### src/rtl/oamdma_pkg.sv
// Shared types for the sprite-memory DMA sequencer.
// The optional DMC sample-fetch steal path is enabled by defining OAMDMA_DMC_EN.
package oamdma_pkg;

    localparam int unsigned NBYTES_DEF = 256;

    typedef enum logic [2:0] {
        ST_IDLE,
        ST_HALT,
        ST_ALIGN,
        ST_READ,
        ST_WRITE
`ifdef OAMDMA_DMC_EN
        ,
        ST_DMCRD,
        ST_DMCPUT
`endif
    } state_e;

endpackage

### src/rtl/oamdma_if.sv
// CPU-bus / OAM-port bundle for the sprite DMA; DMC steal signals exist only
// when OAMDMA_DMC_EN is defined.
interface oamdma_if;
    import oamdma_pkg::*;

    logic        cputick;
    logic        wr4014;
    logic [7:0]  regwdata;
    logic [7:0]  memrdata;
    logic        dmahalt;
    logic [15:0] dmaaddr;
    logic        dmard;
    logic        dmawr2004;
    logic [7:0]  dmawdata;
`ifdef OAMDMA_DMC_EN
    logic        dmcreq;
    logic [15:0] dmcaddr;
    logic        dmcack;
    logic [7:0]  dmcdata;

    modport master (
        output cputick, wr4014, regwdata, memrdata, dmcreq, dmcaddr,
        input  dmahalt, dmaaddr, dmard, dmawr2004, dmawdata, dmcack, dmcdata
    );
    modport slave (
        input  cputick, wr4014, regwdata, memrdata, dmcreq, dmcaddr,
        output dmahalt, dmaaddr, dmard, dmawr2004, dmawdata, dmcack, dmcdata
    );
`else
    modport master (
        output cputick, wr4014, regwdata, memrdata,
        input  dmahalt, dmaaddr, dmard, dmawr2004, dmawdata
    );
    modport slave (
        input  cputick, wr4014, regwdata, memrdata,
        output dmahalt, dmaaddr, dmard, dmawr2004, dmawdata
    );
`endif
endinterface

### src/rtl/oamdma.sv
// $4014 sprite DMA: halts the CPU and copies one CPU page into OAM via $2004 strobes.
// Define OAMDMA_DMC_EN to let DMC sample fetches steal get slots.
module oamdma
    import oamdma_pkg::*;
#(
    parameter int unsigned NBYTES = NBYTES_DEF
) (
    input  logic   clk,
    input  logic   reset,
    oamdma_if.slave bus
);

    localparam int unsigned CNT_W = $clog2(NBYTES);

    state_e             r_state;
    logic               r_parity;
    logic [CNT_W-1:0]   r_cnt;
    logic [7:0]         r_page;
    logic [7:0]         r_data;
    state_e             w_get_state;
    logic               w_start;
    logic [15:0]        w_oam_addr;

`ifdef OAMDMA_DMC_EN
    logic               r_active;
    logic [7:0]         r_dmcdata;

    assign w_start = bus.wr4014 | bus.dmcreq;

    // A pending DMC fetch wins the get slot; with no OAM transfer open, fall back to idle.
    always_comb begin
        w_get_state = ST_READ;
        if (bus.dmcreq) begin
            w_get_state = ST_DMCRD;
        end else if (!r_active) begin
            w_get_state = ST_IDLE;
        end
    end
`else
    assign w_start = bus.wr4014;

    always_comb begin
        w_get_state = ST_READ;
    end
`endif

    assign w_oam_addr = 16'({r_page, 8'h00}) | 16'(r_cnt);

    always_ff @(posedge clk) begin
        if (!reset) begin
            r_state  <= ST_IDLE;
            r_parity <= 1'b0;
            r_cnt    <= '0;
            r_page   <= 8'h00;
            r_data   <= 8'h00;
`ifdef OAMDMA_DMC_EN
            r_active  <= 1'b0;
            r_dmcdata <= 8'h00;
`endif
        end else if (bus.cputick) begin
            r_parity <= ~r_parity;
            case (r_state)
                ST_IDLE: begin
                    if (w_start) begin
                        r_state <= ST_HALT;
                        if (bus.wr4014) begin
                            r_page <= bus.regwdata;
                            r_cnt  <= '0;
                        end
`ifdef OAMDMA_DMC_EN
                        r_active <= bus.wr4014;
`endif
                    end
                end
                // Current cycle is put when parity is 1, so the next one is a get.
                ST_HALT:  r_state <= r_parity ? w_get_state : ST_ALIGN;
                ST_ALIGN: r_state <= w_get_state;
                ST_READ: begin
                    r_data  <= bus.memrdata;
                    r_state <= ST_WRITE;
                end
                ST_WRITE: begin
                    r_cnt <= r_cnt + CNT_W'(1);
                    if (r_cnt == CNT_W'(NBYTES - 1)) begin
                        r_state <= ST_IDLE;
`ifdef OAMDMA_DMC_EN
                        r_active <= 1'b0;
`endif
                    end else begin
                        r_state <= w_get_state;
                    end
                end
`ifdef OAMDMA_DMC_EN
                ST_DMCRD: begin
                    r_dmcdata <= bus.memrdata;
                    r_state   <= r_active ? ST_DMCPUT : ST_IDLE;
                end
                ST_DMCPUT: r_state <= w_get_state;
`endif
                default: r_state <= ST_IDLE;
            endcase
        end
    end

    // Output decode from the registered state; strobes are gated by reset so an abort emits nothing.
    assign bus.dmahalt   = (r_state != ST_IDLE);
    assign bus.dmawr2004 = (r_state == ST_WRITE) && bus.cputick && reset;
    assign bus.dmawdata  = r_data;
`ifdef OAMDMA_DMC_EN
    assign bus.dmard   = (r_state == ST_READ) || (r_state == ST_DMCRD);
    assign bus.dmaaddr = (r_state == ST_READ)  ? w_oam_addr :
                         (r_state == ST_DMCRD) ? bus.dmcaddr : 16'h0000;
    assign bus.dmcack  = (r_state == ST_DMCRD) && bus.cputick && reset;
    assign bus.dmcdata = r_dmcdata;
`else
    assign bus.dmard   = (r_state == ST_READ);
    assign bus.dmaaddr = (r_state == ST_READ) ? w_oam_addr : 16'h0000;
`endif

endmodule
### src/flat_wrapper.sv
// flat-port wrapper written by rule: the top's interface ports become plain ports
module oamdma_flat import oamdma_pkg::*;
#(
    parameter int unsigned NBYTES = NBYTES_DEF
)
  (clk, reset, bus_cputick, bus_wr4014, bus_regwdata, bus_memrdata, bus_dmahalt, bus_dmaaddr, bus_dmard, bus_dmawr2004, bus_dmawdata);
  oamdma_if bus_i ();
  input  logic clk;
  input  logic reset;
  input wire logic [$bits(bus_i.cputick)-1:0] bus_cputick;
  input wire logic [$bits(bus_i.wr4014)-1:0] bus_wr4014;
  input wire logic [$bits(bus_i.regwdata)-1:0] bus_regwdata;
  input wire logic [$bits(bus_i.memrdata)-1:0] bus_memrdata;
  output wire logic [$bits(bus_i.dmahalt)-1:0] bus_dmahalt;
  output wire logic [$bits(bus_i.dmaaddr)-1:0] bus_dmaaddr;
  output wire logic [$bits(bus_i.dmard)-1:0] bus_dmard;
  output wire logic [$bits(bus_i.dmawr2004)-1:0] bus_dmawr2004;
  output wire logic [$bits(bus_i.dmawdata)-1:0] bus_dmawdata;
  assign bus_i.cputick = bus_cputick;
  assign bus_i.wr4014 = bus_wr4014;
  assign bus_i.regwdata = bus_regwdata;
  assign bus_i.memrdata = bus_memrdata;
  assign bus_dmahalt = bus_i.dmahalt;
  assign bus_dmaaddr = bus_i.dmaaddr;
  assign bus_dmard = bus_i.dmard;
  assign bus_dmawr2004 = bus_i.dmawr2004;
  assign bus_dmawdata = bus_i.dmawdata;
  oamdma #(.NBYTES(NBYTES)) u_core (.clk(clk), .reset(reset), .bus(bus_i));
endmodule
### config.mk
export PLATFORM = sky130hd
export DESIGN_NAME = oamdma_flat
export DESIGN_NICKNAME = d
export VERILOG_FILES = /design/src/rtl/oamdma_pkg.sv /design/src/rtl/oamdma_if.sv /design/src/rtl/oamdma.sv /design/src/flat_wrapper.sv
export SDC_FILE = /design/constraint.sdc
export NUM_CORES = 1
export LEC_CHECK = 0
export CORE_UTILIZATION = 30
export DETAILED_ROUTE_END_ITERATION = 12
export HOLD_SLACK_MARGIN = 0.08
export SLEW_MARGIN = 20
export SYNTH_ARGS = -nofsm -noshare
export SYNTH_HDL_FRONTEND = slang
export SYNTH_SLANG_ARGS = --single-unit
### constraint.sdc
create_clock -name clk -period 2.3 [get_ports clk]
set_clock_uncertainty 0.2 [all_clocks]
set_input_delay 0.23 -clock clk [delete_from_list [all_inputs] [get_ports clk]]
set_output_delay 0.23 -clock clk [all_outputs]
set_load 0.02 [all_outputs]
* Word level (Yosys, flattened, before mapping)
Cells that the tools add are included.
** Storage, ports and cells
- Memories kept :: 0
- Input port bits :: 20
- ROM bits :: 0
- Latch bits :: 0
- Bits in writable memories :: 0
- Output and inout bits :: 27
- Register bits :: 28
** Operators by class
- Equality and inequality tests :: 6
- Magnitude comparators :: 0
- Shifts and indexed selects :: 0
- Add/subtract/negate cells :: 1
- Div/mod/pow operators :: 0
- Multiplexer cells :: 7
- Multipliers :: 0
- Bitwise logic cells :: 2
- Reductions and logical operators :: 9
** Operators by type and width (count)
- 16-bit 2-to-1 mux :: 1
- 16-bit by 8-bit OR with 16-bit output :: 1
- 8-bit case mux with 2 select lines :: 1
- 3-bit case mux with 5 select lines :: 1
- 8-bit by 1-bit adder with 8-bit output, second input constant :: 1
- 8-bit equality test, second input constant :: 1
- 8-bit 2-to-1 mux :: 1
- 3-bit by 2-bit equality test with 1-bit output, second input constant :: 2
- 3-bit AND reduction :: 2
- 2-bit AND reduction :: 2
- 3-bit by 1-bit equality test with 1-bit output, second input constant :: 1
- 3-bit equality test, second input constant :: 1
- 3-bit logical NOT :: 1
- 3-bit 2-to-1 mux :: 1
- 3-bit nonzero test :: 1
- 1-bit logical AND :: 2
- 2-bit 2-to-1 mux :: 1
- 2-bit != test, second input constant :: 1
- 2-bit nonzero test :: 1
- 1-bit 2-to-1 mux :: 1
- 1-bit inverter :: 1

* Logic depth before layout (Yosys ltp)
Gate-level depths: netlist (run 1).
- Word-level depth :: 3
- Gate-level depth with buffers :: 5

* Worst setup path before layout (run 1)
No wires, ideal clock.
- Path kind :: register to output
- Start :: register u_core.r_state[2]
- End :: output bus_dmaaddr[10]
- Stages on the path, launching flop included :: 6
- Arrival time :: 1.336 ns
- Path slack :: 0.534 ns
- Path through :: dfxtp_1 inv_2 and3_1 clkbuf_1 clkbuf_1 and2_1
** Between the ends
- Word-level cells in the longest chain between the ends :: 2
** Ends and longest elaborated chain
- from (decl) :: line oamdma.sv:15 : state_e r_state;
- from (signal assigned) :: line oamdma.sv:76 : ST_HALT: r_state <= r_parity ? w_get_state : ST_ALIGN;
- from (signal assigned) :: line oamdma.sv:77 : ST_ALIGN: r_state <= w_get_state;
- from (signal assigned) :: line oamdma.sv:90 : r_state <= w_get_state;
- 3-bit by 2-bit equality test with 1-bit output
- via bus_dmard :: line flat_wrapper.sv:16 : output wire logic [$bits(bus_i.dmard)-1:0] bus_dmard;
- 16-bit 2-to-1 mux :: line oamdma.sv:117 : assign bus.dmaaddr = (r_state == ST_READ) ? w_oam_addr : 16'h0000;
- to (decl) :: line flat_wrapper.sv:15 : output wire logic [$bits(bus_i.dmaaddr)-1:0] bus_dmaaddr;
The timed path passes the listed nets, and every way through them passes these cells.

* Worst setup path after layout (run 1)
- Start :: register u_core.r_state[1]
- End :: output bus_dmawr2004
** Between the ends
- Word-level cells in the longest chain between the ends :: 3
** Ends and longest elaborated chain
- 3-bit equality test :: line oamdma.sv:107 : assign bus.dmawr2004 = (r_state == ST_WRITE) && bus.cputick && reset;
- 1-bit logical AND (2 in a row) :: line oamdma.sv:107
- to (decl) :: line flat_wrapper.sv:17 : output wire logic [$bits(bus_i.dmawr2004)-1:0] bus_dmawr2004;
Every way passes these cells.

==> results of run 1 <==
==> cell families after synthesis <==
kind of cell | Yosys count | synth area share (%)
simple gates | 74 | 29.0
compound gates | 51 | 22.9
flops | 28 | 37.9
buf+inv | 17 | 4.74
mux | 5 | 3.39
xor+xnor | 2 | 1.19
fa+ha+maj | 1 | 0.847
==> metal layers <==
| layer | vias to the layer above | part of all wire, % | global-route usage (%) |
|---|---|---|---|
| li1 | 722 | - | - |
| met1 | 646 | 51 | 18.9 |
| met2 | 23 | 46 | 24.6 |
| met3 | 2 | 2.3 | 1.81 |
| met4 | 0 | 0.94 | 4.58 |
| met5 | - | 0 | 0 |
==> worst min-delay path, delay by kind of cell, from the launching register on <==
kind	cells	cell delay (ns)
flip-flops	1	0.32
AND/OR/NAND/NOR	1	0.05
AO/OA/AOI/OAI	1	0.05
==> cell usage after synthesis (4+ instances only) <==
master    number  area share (%)
dfxtp_1       28              38
nand2_1       19             4.8
a21boi_1      18             9.1
and2_1        18             7.6
o21ai_0       14             4.7
nand3_1       13             4.4
clkbuf_1       8             2.0
o211ai_1       6             3.0
buf_2          5             1.7
mux2i_1        5             3.4
a21oi_1        4             1.4
nor2b_1        4             1.7
==> how the worst max path moves through the flow <==
stage / startpoint / endpoint / slack [ns] / cells past startpoint
after detailed placement: bus_cputick / bus_dmawr2004 / 0.13 / 4
after global routing: u_core.r_state[1] / bus_dmawr2004 / 0.04 / 4
after floorplan: u_core.r_state[2] / bus_dmaaddr[10] / 0.53 / 5
after CTS: u_core.r_state[0] / bus_dmaaddr[10] / 0.03 / 4
final: u_core.r_state[1] / bus_dmawr2004 / 0.13 / 4
after global placement: bus_cputick / bus_dmawr2004 / 0.13 / 4
==> power groups by stage <==
stage                     Clock (mW)  Sequential (mW)  Combinational (mW)
after floorplan                    0            0.512              0.0752
after global placement             0            0.513               0.139
after detailed placement           0            0.514               0.140
after CTS                      0.317            0.503               0.141
after global routing           0.340            0.504               0.154
final                          0.308            0.503               0.141
==> through the flow <==
| step | power (mW) | instance area, sq um |
|---|---|---|
| floorplan | 0.587 | 1480 |
| global placement | 0.652 | 2050 |
| detailed placement | 0.654 | 2050 |
| CTS | 0.961 | 2100 |
| global route | 0.998 | 2140 |
| finish | 0.952 | 2140 |
==> sequential cells by signal, summed over array words and instances, names as in the netlist <==
name	count
u_core.r_parity	1
u_core.r_cnt	8
u_core.r_page	8
u_core.bus.dmawdata	8
u_core.r_state	3
==> area by class of cell <==
cell class | count | share of cell area (%)
flip-flops and latches | 28 | 26.2
inverters | 3 | 0.526
well taps | 67 | 3.91
multi-input cells | 133 | 39.5
repair buffers | 57 | 27.2
clock buffers | 4 | 2.57
==> metrics.md, run 1 <==
| Metric | Value |
|---|---|
| Post-synthesis sequential area ratio | a little under two fifths |
| Most frequent cells in the layout | clkdlybuf4s50_1, dfxtp_1, nand2_1, and2_1, a21boi_1 |
| Syn Inst Count | 178 |
| Highest Clock Rate | 0.460 GHz |
| Vias in the first global route | roughly 1.3k |
| Hold EP | u_core.bus.dmawdata[0] |
| Crit path largest cell delay | 0.60 ns |
| Final worst path period need | 2.17 ns |
| Logic pwr share | 14.8% |
| Skew-Pair Late Insertion Delay | 0.27 ns |
| Vias | roughly 1.4k |
| Min-Delay Path Class | flip-flop to flip-flop |
| Synthesized cell area | 1480 sq um |
| First-pass GRT wire length | around 6 mm |
| Max Slew Vio Count | 0 |
| Yosys warnings | 0 |
| Mean Syn Cell Area | 8.30 sq um |
| Startpoint Class | flip-flop |
| Number of H-tree levels | 1 |
| Cells along the critical path | buf_4 -> nor3b_2 -> and3_1 -> clkdlybuf4s50_1 |
| Post-DRT Antenna Nets | 0 |
| Port Buffers | 46 |
| Residual DRC count | 0 |
| Core Footprint | about 4700 sq um |
| RePlAce Congestion | 0.790 |
| Crit. End Element | primary output |
| Final hold vios | 0 |
| Area Overhead vs Synth | 45.0% |
| Required time worst endpoint | 1.87 ns |
| Status | completed |
| # nets final | roughly 250 |
| Pwr per Cell Area | 444 nW/um^2 |
| NetSw | 228 uW |
| Period utilization | between 90% and 100% |
| Sequential Area | 562 sq um |
| Internal | 724 uW |
| Avg WL per Cell | around 12 um |
| Clk buf depth | 2 |
| Critical path class | flip-flop to primary output |
| Synth Flop Type | dfxtp_1 |
| VDD IR max | 0.258 mV |
| Final setup vio count | 0 |
| Hold Startpoint | u_core.bus.dmawdata[0] |
| Share of layout cells above drive strength 1 | 9.33% |
| CTS Sinks | 28 |
| Chip width | 72.2 um |
| Post-CTS Setup Bufs | 0 |
| Async set-reset flop share out of synthesis | 0% |
| Std cell rows | 25 |
| First-pass DRT Iterations | 4 |
| Worst r2r path cells | 4 |
| R2R Path End | u_core.r_cnt[4] |
| Sw Share | 24.0% |
| Setup TNS | 0 ns |
| Io pins | 47 |
| Netlist cell types | 38 |
| Die area | 5210 sq um |
| First-iteration detailed-routing DRC count | between 60 and 70 |
| Finished Layout Cells | 292 |
| Mapped Nets | 199 |
| Clock network fraction of total power | between 30% and 40% |
| Commonest non-fill, non-tap cell in the layout | clkdlybuf4s50_1 |
| P_leak | 1.02 nW |
| RR Startpoint | u_core.r_state[1] |
| Clock-pin slew on the worst setup and hold paths | 0.10 ns |
| Hold-fix buffers at CTS | 0 |
| Final hold slack | 0.255 ns |
| Initial antenna violation count | 0 |
| Starting Density | 31.3% |
| TritonCTS Buffers | 3 |
| Arrival time at the worst endpoint | 1.74 ns |
| Reg power frac | roughly 53% |
| Fin util | 45.4% |
| Dpl ws | 0.132 ns |
| CTS tree | built |
| ANT cells | 0 |
| CP bufs+invs | 2 |
| Flop-to-flop setup slack | 0.41 ns |
| Die Height | 72.2 um |
| Post-CTS Resized | 0 |
| GRT overflow | 0 |
| Drt via density | 4.77 |
| Yosys reg bits | 28 |
| Max Cap Violations | 0 |
| RSZ-0062 raised after global routing | false |
| Slowest CP cell | clkdlybuf4s50_1 |
| Pin count of the biggest net entering global routing | 31 |
| # placed instances | 288 |
| Top delay family on crit path | buffers and inverters |
| Hold Crit Depth | 2 |
| Slew headroom | 63.1% |
| Number of synthesized flops with an enable pin | 0 |
| Setup WS post-layout | roughly 0.13 ns |
| Worst slew pin tran | about 0.55 ns |
| Max FO, Critical Path | 7 |
| All-Layer GR Usage | between 10 and 15% |
| HPWL Detailed | 2.50 mm |
| Multi-input logic area | roughly 850 sq um |
| Fillers | 494 |
| CTS Root Cell | clkbuf_8 |
| Drt total wl | 3.64 mm |
Power figures use the tool's default switching activity.
==> run 2, diff against run 1 <==
--- a/config.mk
+++ b/config.mk
@@ -5,9 +5,12 @@
 export SDC_FILE = /design/constraint.sdc
 export NUM_CORES = 1
 export LEC_CHECK = 0
+export CELL_PAD_IN_SITES_DETAIL_PLACEMENT = 0
+export CELL_PAD_IN_SITES_GLOBAL_PLACEMENT = 1
 export CORE_UTILIZATION = 30
 export DETAILED_ROUTE_END_ITERATION = 12
 export HOLD_SLACK_MARGIN = 0.08
+export PLACE_DENSITY_LB_ADDON = 0.1
 export SLEW_MARGIN = 20
 export SYNTH_ARGS = -nofsm -noshare
 export SYNTH_HDL_FRONTEND = slang
==> metrics.md, run 2 (same netlist as run 1, synthesis figures left out) <==
| Metric | Value |
|---|---|
| Status | completed |
| Port Buffers | 46 (unchanged) |
| Crit. End Element | primary output |
| Initial antenna violation count | 0 (unchanged) |
| Min-Delay Path Class | flip-flop to flip-flop |
| Post-CTS Setup Bufs | 0 (unchanged) |
| Vias in the first global route | 1356 (+2.0%) |
| Commonest non-fill, non-tap cell in the layout | clkdlybuf4s50_1 |
| Drt total wl | 3.73 mm (+2.6%) |
| Chip width | 72.2 um (unchanged) |
| Share of layout cells above drive strength 1 | 8.07% (-1.3 points) |
| Arrival time at the worst endpoint | 1.80 ns (+0.06 ns) |
| Die Height | 72.2 um (unchanged) |
| Reg power frac | 55.5% (+2.7 points) |
| Skew-Pair Late Insertion Delay | 0.26 ns (about the same) |
| RePlAce Congestion | 0.759 (-3.9%) |
| Max Slew Vio Count | 0 (unchanged) |
| Post-DRT Antenna Nets | 0 (unchanged) |
| TritonCTS Buffers | 3 (unchanged) |
| Avg WL per Cell | 12.9 um (+3.3%) |
| Hold-fix buffers at CTS | 0 (unchanged) |
| ANT cells | 0 (unchanged) |
| Logic pwr share | 15.5% (+0.7 points) |
| Max Cap Violations | 0 (unchanged) |
| Final instance area | 2120 sq um (-1.1%) |
| Clk buf depth | 2 (unchanged) |
| RSZ-0062 raised after global routing | false |
| First-pass DRT Iterations | 4 (unchanged) |
| First-iteration detailed-routing DRC count | 53 (-18%) |
| Core Footprint | 4720 sq um (unchanged) |
| CTS tree | built |
| Setup TNS | 0 ns (unchanged) |
| Vias | 1459 (+4.7%) |
| Std cell rows | 25 (unchanged) |
| # nets final | 246 (-0.40%) |
| Io pins | 47 (unchanged) |
| Placed cell area | 2040 sq um (-0.37%) |
| Fin util | 44.9% (-0.48 points) |
| All-Layer GR Usage | 15.2% (+0.74 points) |
| Final hold vios | 0 (unchanged) |
| VDD IR max | 0.239 mV (-7.5%) |
| Most frequent cells in the layout | clkdlybuf4s50_1, dfxtp_1, nand2_1, and2_1, a21boi_1 |
| Worst slew pin tran | 0.545 ns (-0.00951 ns) |
| Internal | 687 uW (-5.1%) |
| Sw Share | 24.2% (+0.21 points) |
| First-pass GRT wire length | 6.27 mm (+5.0%) |
| Critical path class | flip-flop to primary output |
| Residual DRC count | 0 (unchanged) |
| Pin count of the biggest net entering global routing | 31 (unchanged) |
| Required time worst endpoint | 1.87 ns (about the same) |
| Period utilization | 96.9% (+2.3 points) |
| NetSw | 219 uW (-4.0%) |
| Final worst path period need | 2.23 ns (+0.0539 ns) |
| Overall power | 906 uW (-4.8%) |
| Final setup vio count | 0 (unchanged) |
| Slew headroom | 63.7% (+0.63 points) |
| Pwr per Cell Area | 428 nW/um^2 (-3.8%) |
| GRT overflow | 0 (unchanged) |
| Slowest CP cell | clkdlybuf4s50_1 |
| Die area | 5210 sq um (unchanged) |
| CTS Sinks | 28 (unchanged) |
| Clock-pin slew on the worst setup and hold paths | 0.09 ns (about the same) |
| P_leak | 1.01 nW (-1.3%) |
| Cells along the critical path | buf_4 -> nor3b_2 -> and3_1 -> clkdlybuf4s50_1 |
| Startpoint Class | flip-flop |
| Max FO, Critical Path | 10 (+3) |
| Highest Clock Rate | 0.449 GHz (-2.4%) |
| Clock network fraction of total power | 29.0% (-3.4 points) |
| Starting Density | 31.3% (unchanged) |
| Number of H-tree levels | 1 (unchanged) |
| Drt via density | 5.03 (+5.5%) |
| Crit path largest cell delay | 0.60 ns (about the same) |
| CTS Root Cell | clkbuf_8 |
| Area Overhead vs Synth | 43.4% |
| HPWL Detailed | 2.63 mm (+5.4%) |
| Final hold slack | 0.257 ns (+0.00187 ns) |
==> run 2: per-stage QoR <==
step,std cells,setup slack [ns]
global placement,287,0.0730
detailed placement,287,0.0632
global route,290,0.0101
CTS,290,0.0268
finish,290,0.0724
floorplan,178,0.534
==> run 2: timing repair <==
item,CTS,global route
hold endpoints to repair,0,0
resized for setup,0,16
endpoints found under the setup margin,0,16
==> run 2: worst paths after layout <==
| path | startpoint | endpoint | slack [ns] | depth (start not counted) |
|---|---|---|---|---|
| setup / recovery | u_core.r_state[0] | bus_dmawr2004 | 0.07 | 4 |
| hold / removal | u_core.bus.dmawdata[1] | u_core.bus.dmawdata[1] | 0.26 | 2 |
| setup reg to reg | u_core.r_state[0] | u_core.r_cnt[7] | 0.49 | 4 |
| hold reg to reg | u_core.bus.dmawdata[1] | u_core.bus.dmawdata[1] | 0.26 | 2 |
==> run 2: cell type report <==
class	instances	area, sq um
inverter	3	11.3
sequential	28	561
clock buffer	3	41.3
fill	463	2600
multi-input combinational	133	847
timing repair buffer	56	576
tap	67	83.8
==> run 2: per-layer routing <==
| metal | wire, um | global-route usage (%) |
|---|---|---|
| met1 | 1830 | 20.9 |
| met5 | 0 | 0 |
| met2 | 1690 | 24.6 |
| met3 | 187 | 2.50 |
| met4 | 23 | 3.92 |
==> run 2: critical path: cells and delay by family, from the launching register on <==
family        cells  cell delay, ns
flops             1            0.35
simple gates      2            0.39
buf+inv           2            0.78
==> run 2: power by group through the flow <==
stage	sequential, mW	clock [mW]	combinational (mW)
after floorplan	0.512	0	0.0752
after global placement	0.514	0	0.138
after detailed placement	0.514	0	0.140
after CTS	0.503	0.274	0.141
after global routing	0.504	0.298	0.154
final	0.503	0.263	0.140
==> run 3, diff against run 2 <==
--- a/config.mk
+++ b/config.mk
@@ -5,6 +5,7 @@
 export SDC_FILE = /design/constraint.sdc
 export NUM_CORES = 1
 export LEC_CHECK = 0
+export CAP_MARGIN = 20
 export CELL_PAD_IN_SITES_DETAIL_PLACEMENT = 0
 export CELL_PAD_IN_SITES_GLOBAL_PLACEMENT = 1
 export CORE_UTILIZATION = 30
==> results of run 3 <==
No change in the layout: final DEF, timing and power equal those of run 2.
